==> src/rtl/pad_driver_if.sv <==
// rtl/pad_driver_if.sv - CPU-side $4016 access bundle for pad_driver
//
// Purpose: groups the CPU-visible strobe/read signals of the controller port.
// Signals:
//   cpu_en     CPU enable; strobe_we and cpu_rd are acted on only when high
//   strobe_we  CPU write to $4016
//   strobe_d   bit0 of the CPU write data
//   cpu_rd     CPU read of $4016
//   cpu_dout   serial bit returned to the CPU (bit0 of the read data)
// Modports:
//   master  CPU side (drives enable/write/read, receives cpu_dout)
//   slave   pad_driver side

interface pad_driver_if;
    logic cpu_en;
    logic strobe_we;
    logic strobe_d;
    logic cpu_rd;
    logic cpu_dout;

    modport master (
        output cpu_en,
        output strobe_we,
        output strobe_d,
        output cpu_rd,
        input  cpu_dout
    );

    modport slave (
        input  cpu_en,
        input  strobe_we,
        input  strobe_d,
        input  cpu_rd,
        output cpu_dout
    );
endinterface

==> src/rtl/pad_driver.sv <==
// rtl/pad_driver.sv - NES-style controller scanner with $4016 strobe/serial-read emulation
//
// Purpose: periodically scans a 4021-based controller through latch/clock/data
// pins, keeps the last complete 8-bit button state, and replays it to the CPU
// through the $4016 strobe / serial-read protocol.
// Ports:
//   clk            system clock (PPU domain)
//   reset          synchronous, active-high
//   cpu            pad_driver_if.slave: cpu_en, strobe_we, strobe_d, cpu_rd -> cpu_dout
//   pad_latch      controller latch pin
//   pad_clk_o      controller clock pin, idles high
//   pad_data       controller data pin, active-low
//   buttons        last complete scan, 1 = pressed (A,B,Sel,Start,Up,Down,Left,Right)
//   buttons_valid  one-clk pulse in the cycle buttons first shows a new scan

module pad_driver #(
    parameter int TICK_DIV    = 11,
    parameter int POLL_TICKS  = 8192,
    parameter int LATCH_TICKS = 2
) (
    input  logic         clk,
    input  logic         reset,
    pad_driver_if.slave  cpu,
    output logic         pad_latch,
    output logic         pad_clk_o,
    input  logic         pad_data,
    output logic [7:0]   buttons,
    output logic         buttons_valid
);

    localparam int TICK_W  = $clog2(TICK_DIV);
    localparam int POLL_W  = $clog2(POLL_TICKS);
    localparam int LCNT_W  = (LATCH_TICKS > 1) ? $clog2(LATCH_TICKS) : 1;

    localparam logic [TICK_W-1:0] TICK_MAX  = TICK_W'(TICK_DIV - 1);
    localparam logic [POLL_W-1:0] POLL_MAX  = POLL_W'(POLL_TICKS - 1);
    localparam logic [LCNT_W-1:0] LATCH_MAX = LCNT_W'(LATCH_TICKS - 1);

    typedef enum logic [2:0] {
        IDLE,
        LATCH,
        GAP,
        CLK_LO,
        CLK_HI,
        DONE
    } scan_state_t;

    // ------------------------------------------------------------------
    // Pad tick generator: one tick per pad half-bit period
    // ------------------------------------------------------------------
    logic [TICK_W-1:0] tick_cnt;
    logic              tick;

    assign tick = (tick_cnt == TICK_MAX);

    always_ff @(posedge clk) begin
        if (reset) begin
            tick_cnt <= '0;
        end else if (tick) begin
            tick_cnt <= '0;
        end else begin
            tick_cnt <= tick_cnt + TICK_W'(1);
        end
    end

    // ------------------------------------------------------------------
    // Scan FSM
    // ------------------------------------------------------------------
    scan_state_t       state, state_d;
    logic [POLL_W-1:0] poll_cnt, poll_cnt_d;
    logic [LCNT_W-1:0] latch_cnt, latch_cnt_d;
    logic [2:0]        bit_idx, bit_idx_d;
    logic [7:0]        sample, sample_d;
    logic              scan_done;

    always_ff @(posedge clk) begin
        if (reset) begin
            state     <= IDLE;
            poll_cnt  <= '0;
            latch_cnt <= '0;
            bit_idx   <= '0;
            sample    <= '0;
        end else begin
            state     <= state_d;
            poll_cnt  <= poll_cnt_d;
            latch_cnt <= latch_cnt_d;
            bit_idx   <= bit_idx_d;
            sample    <= sample_d;
        end
    end

    always_comb begin
        state_d     = state;
        poll_cnt_d  = poll_cnt;
        latch_cnt_d = latch_cnt;
        bit_idx_d   = bit_idx;
        sample_d    = sample;
        scan_done   = 1'b0;

        unique case (state)
            IDLE: begin
                if (tick) begin
                    if (poll_cnt == POLL_MAX) begin
                        poll_cnt_d  = '0;
                        latch_cnt_d = '0;
                        state_d     = LATCH;
                    end else begin
                        poll_cnt_d = poll_cnt + POLL_W'(1);
                    end
                end
            end
            LATCH: begin
                if (tick) begin
                    if (latch_cnt == LATCH_MAX) begin
                        state_d = GAP;
                    end else begin
                        latch_cnt_d = latch_cnt + LCNT_W'(1);
                    end
                end
            end
            GAP: begin
                // The 4021 presents bit0 (A) as soon as the latch drops,
                // before any clock edge.
                if (tick) begin
                    sample_d[0] = ~pad_data;
                    bit_idx_d   = 3'd1;
                    state_d     = CLK_LO;
                end
            end
            CLK_LO: begin
                if (tick) begin
                    state_d = CLK_HI;
                end
            end
            CLK_HI: begin
                // Sample late in the high phase so the data pin has settled
                // after the rising edge shifted the next bit out.
                if (tick) begin
                    sample_d[bit_idx] = ~pad_data;
                    if (bit_idx == 3'd7) begin
                        state_d = DONE;
                    end else begin
                        bit_idx_d = bit_idx + 3'd1;
                        state_d   = CLK_LO;
                    end
                end
            end
            DONE: begin
                // Single clk, not tick-qualified: publish and return to idle.
                scan_done = 1'b1;
                state_d   = IDLE;
            end
            default: begin
                state_d = IDLE;
            end
        endcase
    end

    // Pin drivers are registered from the next state so the pins change on
    // the same edge as the FSM and never glitch on state decode.
    always_ff @(posedge clk) begin
        if (reset) begin
            pad_latch <= 1'b0;
            pad_clk_o <= 1'b1;
        end else begin
            pad_latch <= (state_d == LATCH);
            pad_clk_o <= (state_d != CLK_LO);
        end
    end

    // buttons only ever takes a complete sample; buttons_valid is aligned
    // with the first cycle the new value is visible.
    always_ff @(posedge clk) begin
        if (reset) begin
            buttons       <= 8'h00;
            buttons_valid <= 1'b0;
        end else begin
            buttons_valid <= scan_done;
            if (scan_done) begin
                buttons <= sample;
            end
        end
    end

    // ------------------------------------------------------------------
    // CPU-visible $4016 emulation
    // ------------------------------------------------------------------
    logic       strobe;
    logic       rd_prev;
    logic [7:0] sr;
    logic       we_fire;
    logic       rd_fire;

    assign we_fire = cpu.strobe_we && cpu.cpu_en;
    // A held cpu_rd counts once; rd_prev tracks cpu_rd only on enabled
    // cycles so a read stretched over disabled cycles is still one read.
    assign rd_fire = cpu.cpu_rd && cpu.cpu_en && !rd_prev;

    always_ff @(posedge clk) begin
        if (reset) begin
            strobe  <= 1'b0;
            rd_prev <= 1'b0;
            sr      <= 8'h00;
        end else begin
            if (we_fire) begin
                strobe <= cpu.strobe_d;
            end
            if (cpu.cpu_en) begin
                rd_prev <= cpu.cpu_rd;
            end
            // Reload wins over shift: while strobe is high, and also on a
            // write of 1 that collides with a read. The reload uses the
            // registered buttons, so a same-cycle scan publish is seen a
            // clk later.
            if (strobe || (we_fire && cpu.strobe_d)) begin
                sr <= buttons;
            end else if (rd_fire) begin
                sr <= {1'b1, sr[7:1]};
            end
        end
    end

    assign cpu.cpu_dout = sr[0];

endmodule

==> src/flat_wrapper.sv <==
// flat-port wrapper written by rule: the top's interface ports become plain ports
module pad_driver_flat 
#(
    parameter int TICK_DIV    = 11,
    parameter int POLL_TICKS  = 8192,
    parameter int LATCH_TICKS = 2
)
  (clk, reset, pad_latch, pad_clk_o, pad_data, buttons, buttons_valid, cpu_cpu_en, cpu_strobe_we, cpu_strobe_d, cpu_cpu_rd, cpu_cpu_dout);
  pad_driver_if cpu_i ();
  input  logic clk;
  input  logic reset;
  output logic pad_latch;
  output logic pad_clk_o;
  input  logic pad_data;
  output logic [7:0] buttons;
  output logic buttons_valid;
  input wire logic [$bits(cpu_i.cpu_en)-1:0] cpu_cpu_en;
  input wire logic [$bits(cpu_i.strobe_we)-1:0] cpu_strobe_we;
  input wire logic [$bits(cpu_i.strobe_d)-1:0] cpu_strobe_d;
  input wire logic [$bits(cpu_i.cpu_rd)-1:0] cpu_cpu_rd;
  output wire logic [$bits(cpu_i.cpu_dout)-1:0] cpu_cpu_dout;
  assign cpu_i.cpu_en = cpu_cpu_en;
  assign cpu_i.strobe_we = cpu_strobe_we;
  assign cpu_i.strobe_d = cpu_strobe_d;
  assign cpu_i.cpu_rd = cpu_cpu_rd;
  assign cpu_cpu_dout = cpu_i.cpu_dout;
  pad_driver #(.TICK_DIV(TICK_DIV), .POLL_TICKS(POLL_TICKS), .LATCH_TICKS(LATCH_TICKS)) u_core (.clk(clk), .reset(reset), .cpu(cpu_i), .pad_latch(pad_latch), .pad_clk_o(pad_clk_o), .pad_data(pad_data), .buttons(buttons), .buttons_valid(buttons_valid));
endmodule
==> config.mk <==
export PLATFORM = sky130hd
export DESIGN_NAME = pad_driver_flat
export DESIGN_NICKNAME = d
export VERILOG_FILES = /design/src/rtl/pad_driver_if.sv /design/src/rtl/pad_driver.sv /design/src/flat_wrapper.sv
export SDC_FILE = /design/constraint.sdc
export NUM_CORES = 1
export LEC_CHECK = 0
export CORE_UTILIZATION = 50
export DETAILED_ROUTE_END_ITERATION = 12
export PLACE_DENSITY_LB_ADDON = 0.12
export SLEW_MARGIN = 20
export SYNTH_ARGS = -nofsm -noshare
export SYNTH_HDL_FRONTEND = slang
export SYNTH_SLANG_ARGS = --single-unit
==> constraint.sdc <==
create_clock -name clk -period 1.5 [get_ports clk]
set_input_delay 0.225 -clock clk [delete_from_list [all_inputs] [get_ports clk]]
set_output_delay 0.225 -clock clk [all_outputs]
set_load 0.01 [all_outputs]
==> results of run 1 <==
-- per-layer routing --
| layer | global-route usage, % | share of wire [%] |
|---|---|---|
| met1 | 27.8 | 50 |
| met2 | 34.0 | 47 |
| met3 | 4.64 | 2.2 |
| met4 | 6.75 | 1.4 |
| met5 | 0 | 0 |
-- worst register-to-register path, delay by kind of cell, from the launching register on --
| family | cells | cell delay [ns] |
|---|---|---|
| and+or+nand+nor | 2 | 0.42 |
| DFF | 1 | 0.34 |
| AOI/OAI and AO/OA | 1 | 0.31 |
| buffers and inverters | 2 | 0.17 |
| adders and majority gates | 1 | 0.17 |
-- sequential cells by signal (all words and copies together) (netlist names), 3 cells and up --
register and cells:
u_core.tick_cnt 4, u_core.buttons 8, u_core.bit_idx 3, u_core.poll_cnt 13, u_core.sample 8, u_core.sr 8
u_core.state 3
-- path summary, 6_finish.rpt --
check                           from         endpoint  slack, ns  cells past startpoint
setup / recovery  u_core.tick_cnt[0]  u_core.state[1]      -0.04                      6
hold reg to reg        u_core.strobe    u_core.strobe       0.46                      2
hold / removal         u_core.strobe    u_core.strobe       0.46                      2
setup reg to reg  u_core.tick_cnt[0]  u_core.state[1]      -0.04                      6
-- logic make-up (layout without fill, tap and decap cells) --
logic type | after synthesis | count (layout) | share of synthesized area (%)
buf+inv | 19 | 61 | 4.14
xor+xnor | 9 | 9 | 3.26
fa+ha+maj | 5 | 5 | 2.59
mux | 8 | 8 | 3.31
simple gates | 113 | 113 | 26.4
compound gates | 59 | 59 | 16.5
flops | 53 | 53 | 43.8
-- timing repair --
action / 4_1_cts / 5_1_grt
hold endpoints to repair: 0 / 0
setup buffers: 1 / 1
pin swaps: 2 / 16
gates resized for setup: 12 / 33
setup endpoints to repair: 23 / 35
hold buffers: 0 / 0
-- final cells by class --
class | count | area (um^2)
timing repair buffer | 50 | 447
multi-input combinational | 194 | 1400
sequential | 53 | 1070
clock inverter | 1 | 30.0
fill | 369 | 1390
tap | 52 | 65.1
clock buffer | 7 | 86.3
inverter | 3 | 11.3
-- where the power goes --
group	switching, mW	internal, mW	total (mW)
clock network	0.454	0.544	0.999
registers	0.0174	1.44	1.45
logic	0.0870	0.100	0.187
-- synth_stat cells (3+ instances only) --
cell type   n
o21ai_0     7
nand3_1    14
ha_1        5
buf_2       8
and4b_1     3
mux2i_1     8
nand3b_1    3
or3_1       3
nor2_1     29
xor2_1      6
nand2_1    22
and3_1      4
xnor2_1     3
nor2b_1     5
a21oi_2     3
inv_1       3
nor3b_1     3
a21oi_1    19
a211oi_1    9
dfxtp_1    53
nor3_1      7
clkbuf_1    3
a311oi_1    7
-- metrics by stage --
stage                     util, %  cell area [um^2]  instances
after global placement       62.7              2820        351
after global routing         69.1              3110        360
after detailed placement     62.7              2820        351
final                        69.1              3110        360
after floorplan                 -              2420        266
after CTS                    66.2              2980        360
==> flow_metrics.py, run 1 <==
metrics = {
    "clock_tree": {
        "cts_htree_levels": 2,
        "clk-insertion-delay-late_ns": 0.31,
        "clock_sinks": 53,
        "cts_root_buf": "clkbuf_8",
        "clk_path_buf_depth": 2,
        "tritoncts": "built",
        "path_clk_slew_ns": 0.09,
        "numCtsBuffers": 5,
    },
    "timing": {
        "timing.fmax_mhz": 651,
        "setup_viol": 2,
        "slew_viol_final": 0,
        "finalHoldViolations": 0,
        "fin_crit_sh_pct": 102,
        "min_period_ns": 1.54,
        "fin_worst_hold_slack_ns": 0.465,
        "tns_ns": -0.0655,
        "finClkSkew_ns": 0.00453,
        "grt_setup_unrepaired": "true",
        "worstMarginPinSlew_ns": 0.327,
        "max-slew-margin-rel_pct": 78.2,
        "layout_setup_ws_ns": -0.0355,
    },
    "finish": {
        "drive_gt1_share_pct": 26.3,
        "layout.nets": 319,
        "final_common_cell": "dfxtp_1",
        "antennaDiodeCount": 0,
        "final_cell_mix": "47 x dfxtp_1, 29 x buf_4, 24 x nor2_1, 22 x nand2_1",
        "area_growth_pct": 28.6,
    },
    "route": {
        "routed_wl_um": 4860,
        "ant_nets": 0,
        "vias": 2007,
        "wire_per_inst_um": 13.5,
        "drcViolationCount": 0,
        "first_pass_iters": 4,
        "drt-initial-drc-count": 114,
        "viasPerCell": 5.58,
    },
    "worst_setup_path": {
        "crit_path_start_kind": "flip-flop",
        "worstSetupPathType": "flip-flop to flip-flop",
        "slowest_stage": "dfxtp_2",
        "critPathTopFamily": "simple AND/OR/NAND/NOR gates",
        "crit_arrival_ns": 1.72,
        "cpPeakStageDelay_ns": 0.34,
        "worstPathRequired_ns": 1.69,
        "cp_max_fo": 6,
        "cp_num_buf_inv": 2,
        "cp-end-kind": "flip-flop",
        "critical_path.cell_chain": "inv_2, ha_4, and3b_2, buf_6, and4b_1, o311a_1",
    },
    "grt": {
        "grt_max_degree": 35,
        "antenna_found_initial": 0,
        "grt_pass1_wl_um": 8500,
        "grt-ovfl-total": 0,
        "track_usage_pct": 20.9,
        "grt_pass1_vias": 1889,
    },
    "yosys": {
        "ys.warnings.count": 0,
        "synth_cells": 266,
        "ys_types": 51,
        "yosysTopAreaCellShare_pct": 43.8,
        "ys_ff_latch": 53,
        "avgSynthCellArea_um2": 9.10,
        "ys_seq_area_share_pct": 43.8,
        "syn_area_um2": 2420,
        "yosys.area.top_type": "dfxtp_1",
        "synthTopCellsByArea": "dfxtp_1 44%, nor2_1 4.5%, a21oi_1 3.9%",
        "syn-num-nets": 278,
        "synthArstFlopShare_pct": 0,
        "synth_edf_count": 0,
        "synthFlopType": "dfxtp_1",
    },
    "power": {
        "p_leak_nw": 1.18,
        "p_per_area_nw_per_um2": 848,
        "peakVddDrop_uv": 447,
        "power.total_mw": 2.64,
    },
    "placement": {
        "gp_congestion": 0.761,
        "post-dp-hpwl_um": 3360,
        "io_buffers": 18,
        "pre_cts_ws_ns": -0.0735,
    },
    "die": {
        "die_w_um": 71.6,
        "core_area_um2": 4500,
        "ios": 19,
        "die_area_um2": 5120,
        "die_h_um": 71.6,
        "num_rows": 24,
        "initial_core_util_pct": 53.7,
    },
    "min_path": {
        "hold_path_class": "flip-flop to flip-flop",
    },
    "status": {
        "status": "finished with violations",
        "violations": "setup timing",
    },
    "job": {
        "drv_cap": 0,
    },
}
No activity file was read; power rests on OpenSTA's default activity.
==> run 2, diff against run 1 <==
--- a/config.mk
+++ b/config.mk
@@ -5,9 +5,12 @@
 export SDC_FILE = /design/constraint.sdc
 export NUM_CORES = 1
 export LEC_CHECK = 0
-export CORE_UTILIZATION = 50
+export CELL_PAD_IN_SITES_DETAIL_PLACEMENT = 1
+export CELL_PAD_IN_SITES_GLOBAL_PLACEMENT = 1
+export CORE_UTILIZATION = 40
 export DETAILED_ROUTE_END_ITERATION = 12
 export PLACE_DENSITY_LB_ADDON = 0.12
+export REMOVE_ABC_BUFFERS = 1
 export SLEW_MARGIN = 20
 export SYNTH_ARGS = -nofsm -noshare
 export SYNTH_HDL_FRONTEND = slang
==> run 2 against run 1 <==
Effect of this change: the flow still finishes with violations (setup timing); combinational power fell by 9.6%; via count rose by 2.7%; worst setup slack improved by 0.030 ns; total power fell by 7.0%; final cell count rose by 6.4%; sequential cell count did not move; critical path depth rose by 1; count of clock-buffer cells in the layout fell by 2; clock power fell by 17%; non-clock buffer count rose by 3; sequential power barely moved; register-to-register slack improved by 0.03 ns; largest cell class unchanged.
==> flow_metrics.py, run 2 (synthesized netlist as in run 1, its figures left out) <==
metrics = {
    "die": {
        "ios": 19,
        "die_h_um": 79.8,
        "core_area_um2": 5680,
        "num_rows": 27,
        "initial_core_util_pct": 42.6,
        "die_area_um2": 6360,
        "die_w_um": 79.8,
    },
    "worst_setup_path": {
        "slowest_stage": "dfxtp_2",
        "crit_path_start_kind": "flip-flop",
        "cp_num_buf_inv": 2,
        "critical_path.cell_chain": "inv_2, ha_4, and4bb_1, and3_4, buf_4, a21oi_2, a311oi_1",
        "critPathTopFamily": "simple AND/OR/NAND/NOR gates",
        "cpPeakStageDelay_ns": 0.33,
        "cp_max_fo": 7,
        "crit_arrival_ns": 1.72,
        "r2r.worst_path.cells": 7,
        "cp-end-kind": "flip-flop",
        "worstPathRequired_ns": 1.72,
        "worstSetupPathType": "flip-flop to flip-flop",
        "cp.depth": 7,
    },
    "finish": {
        "final_area_um2": 3100,
        "layout.nets": 322,
        "final_cell_mix": "45 x dfxtp_1, 34 x buf_4, 27 x nor2_1, 22 x nand2_1, 18 x a21oi_1",
        "n_fill_cell": 659,
        "drive_gt1_share_pct": 26.4,
        "multiInputGateArea_um2": 1370,
        "final_common_cell": "dfxtp_1",
        "largest_reg_flops": 13,
        "antennaDiodeCount": 0,
        "final_core_util_pct": 54.5,
        "regArea_um2": 1070,
        "top_register": "u_core.poll_cnt",
        "area_growth_pct": 27.9,
    },
    "timing": {
        "layout_setup_ws_ns": -0.00570,
        "fin_worst_hold_slack_ns": 0.475,
        "grt_setup_unrepaired": "true",
        "slew_viol_final": 0,
        "max-slew-margin-rel_pct": 77.9,
        "finClkSkew_ns": 0.0107,
        "min_period_ns": 1.51,
        "timing.fmax_mhz": 664,
        "fin_crit_sh_pct": 100,
        "finalHoldViolations": 0,
        "tns_ns": -0.00570,
        "worstMarginPinSlew_ns": 0.331,
        "setup_viol": 1,
    },
    "grt": {
        "track_usage_pct": 18.9,
        "grt_pass1_wl_um": 9400,
        "grt_pass1_vias": 1989,
        "grt-ovfl-total": 0,
        "grt_max_degree": 27,
        "antenna_found_initial": 0,
    },
    "status": {
        "violations": "setup timing",
        "status": "finished with violations",
    },
    "clock_tree": {
        "cts_root_buf": "clkbuf_8",
        "tritoncts": "built",
        "clk_path_buf_depth": 2,
        "clk-insertion-delay-late_ns": 0.31,
        "clock_sinks": 53,
        "numCtsBuffers": 5,
        "path_clk_slew_ns": 0.10,
        "cts_htree_levels": 2,
    },
    "route": {
        "vias": 2062,
        "drt-initial-drc-count": 101,
        "viasPerCell": 5.38,
        "routed_wl_um": 5750,
        "wire_per_inst_um": 15.0,
        "drcViolationCount": 0,
        "first_pass_iters": 4,
        "ant_nets": 0,
    },
    "placement": {
        "gp_congestion": 0.734,
        "io_buffers": 18,
        "post-dp-hpwl_um": 4040,
        "place_area_um2": 2860,
    },
    "min_path": {
        "worstHoldPathCells": 2,
        "hold_path_class": "flip-flop to flip-flop",
    },
    "power": {
        "peakVddDrop_uv": 406,
        "p_leak_nw": 1.29,
        "p_per_area_nw_per_um2": 793,
    },
    "job": {
        "drv_cap": 0,
    },
}
run 2: final timing paths:
path,slack (ns),from,end
worst max-delay path,-0.006,u_core.tick_cnt[0],u_core.sample[1]
worst min register to register,0.47,u_core.buttons[3],u_core.buttons[3]
worst min-delay path,0.47,u_core.buttons[3],u_core.buttons[3]
worst max register to register,-0.006,u_core.tick_cnt[0],u_core.sample[1]
run 2: through the flow:
step           setup slack (ns)  instances  power [mW]
6_report               -0.00570        383        2.45
2_1_floorplan            -0.332        250        1.56
5_1_grt                 -0.0985        383        2.57
3_5_place_dp             -0.157        374        1.64
4_1_cts                 -0.0132        382        2.48
3_3_place_gp            -0.0894        374        1.64
run 2: layer usage:
layer  wire length (um)  part of all wire (%)  vias up  global-route usage (%)
li1                   -                     -     1041                       -
met1               2910                    51     1000                    26.0
met2               2710                    47       17                    30.5
met3                 94                   1.6        4                    3.77
met4                 40                  0.70        0                    4.29
met5                  0                     0        -                       0
run 2: final cells by class:
type / instances / share of cell area (%)
multi-input cells: 194 / 44.2
clock inverters: 3 / 0.808
flip-flops and latches: 53 / 34.6
well taps: 72 / 2.91
repair buffers: 53 / 14.9
inverters: 3 / 0.364
clock buffers: 5 / 2.22
run 2: where the power goes:
group	total (mW)	switching [mW]	internal, mW
Clock	0.831	0.493	0.338
Sequential	1.45	0.0190	1.44
Combinational	0.169	0.0817	0.0875
Total	2.45	0.594	1.86
run 2: repair_timing:
item,4_1_cts,5_1_grt
pin swaps,10,6
endpoints found under the hold margin,0,0
setup endpoints to repair,25,43
resized for setup,18,26
setup buffers,0,1
hold buffers,0,0
run 2: worst min-delay path, cell delays in order (launching register included):
cell     delay (ns)
dfxtp_1        0.33
nand2_1        0.05
a21oi_1        0.05
==> run 3, diff against run 2 <==
--- a/config.mk
+++ b/config.mk
@@ -8,6 +8,7 @@
 export CELL_PAD_IN_SITES_DETAIL_PLACEMENT = 1
 export CELL_PAD_IN_SITES_GLOBAL_PLACEMENT = 1
 export CORE_UTILIZATION = 40
+export CTS_BUF_LIST = sky130_fd_sc_hd__clkbuf_8 sky130_fd_sc_hd__clkbuf_16
 export DETAILED_ROUTE_END_ITERATION = 12
 export PLACE_DENSITY_LB_ADDON = 0.12
 export REMOVE_ABC_BUFFERS = 1
==> results of run 3 <==
The final DEF is identical to that of run 2; final timing and power are the same.
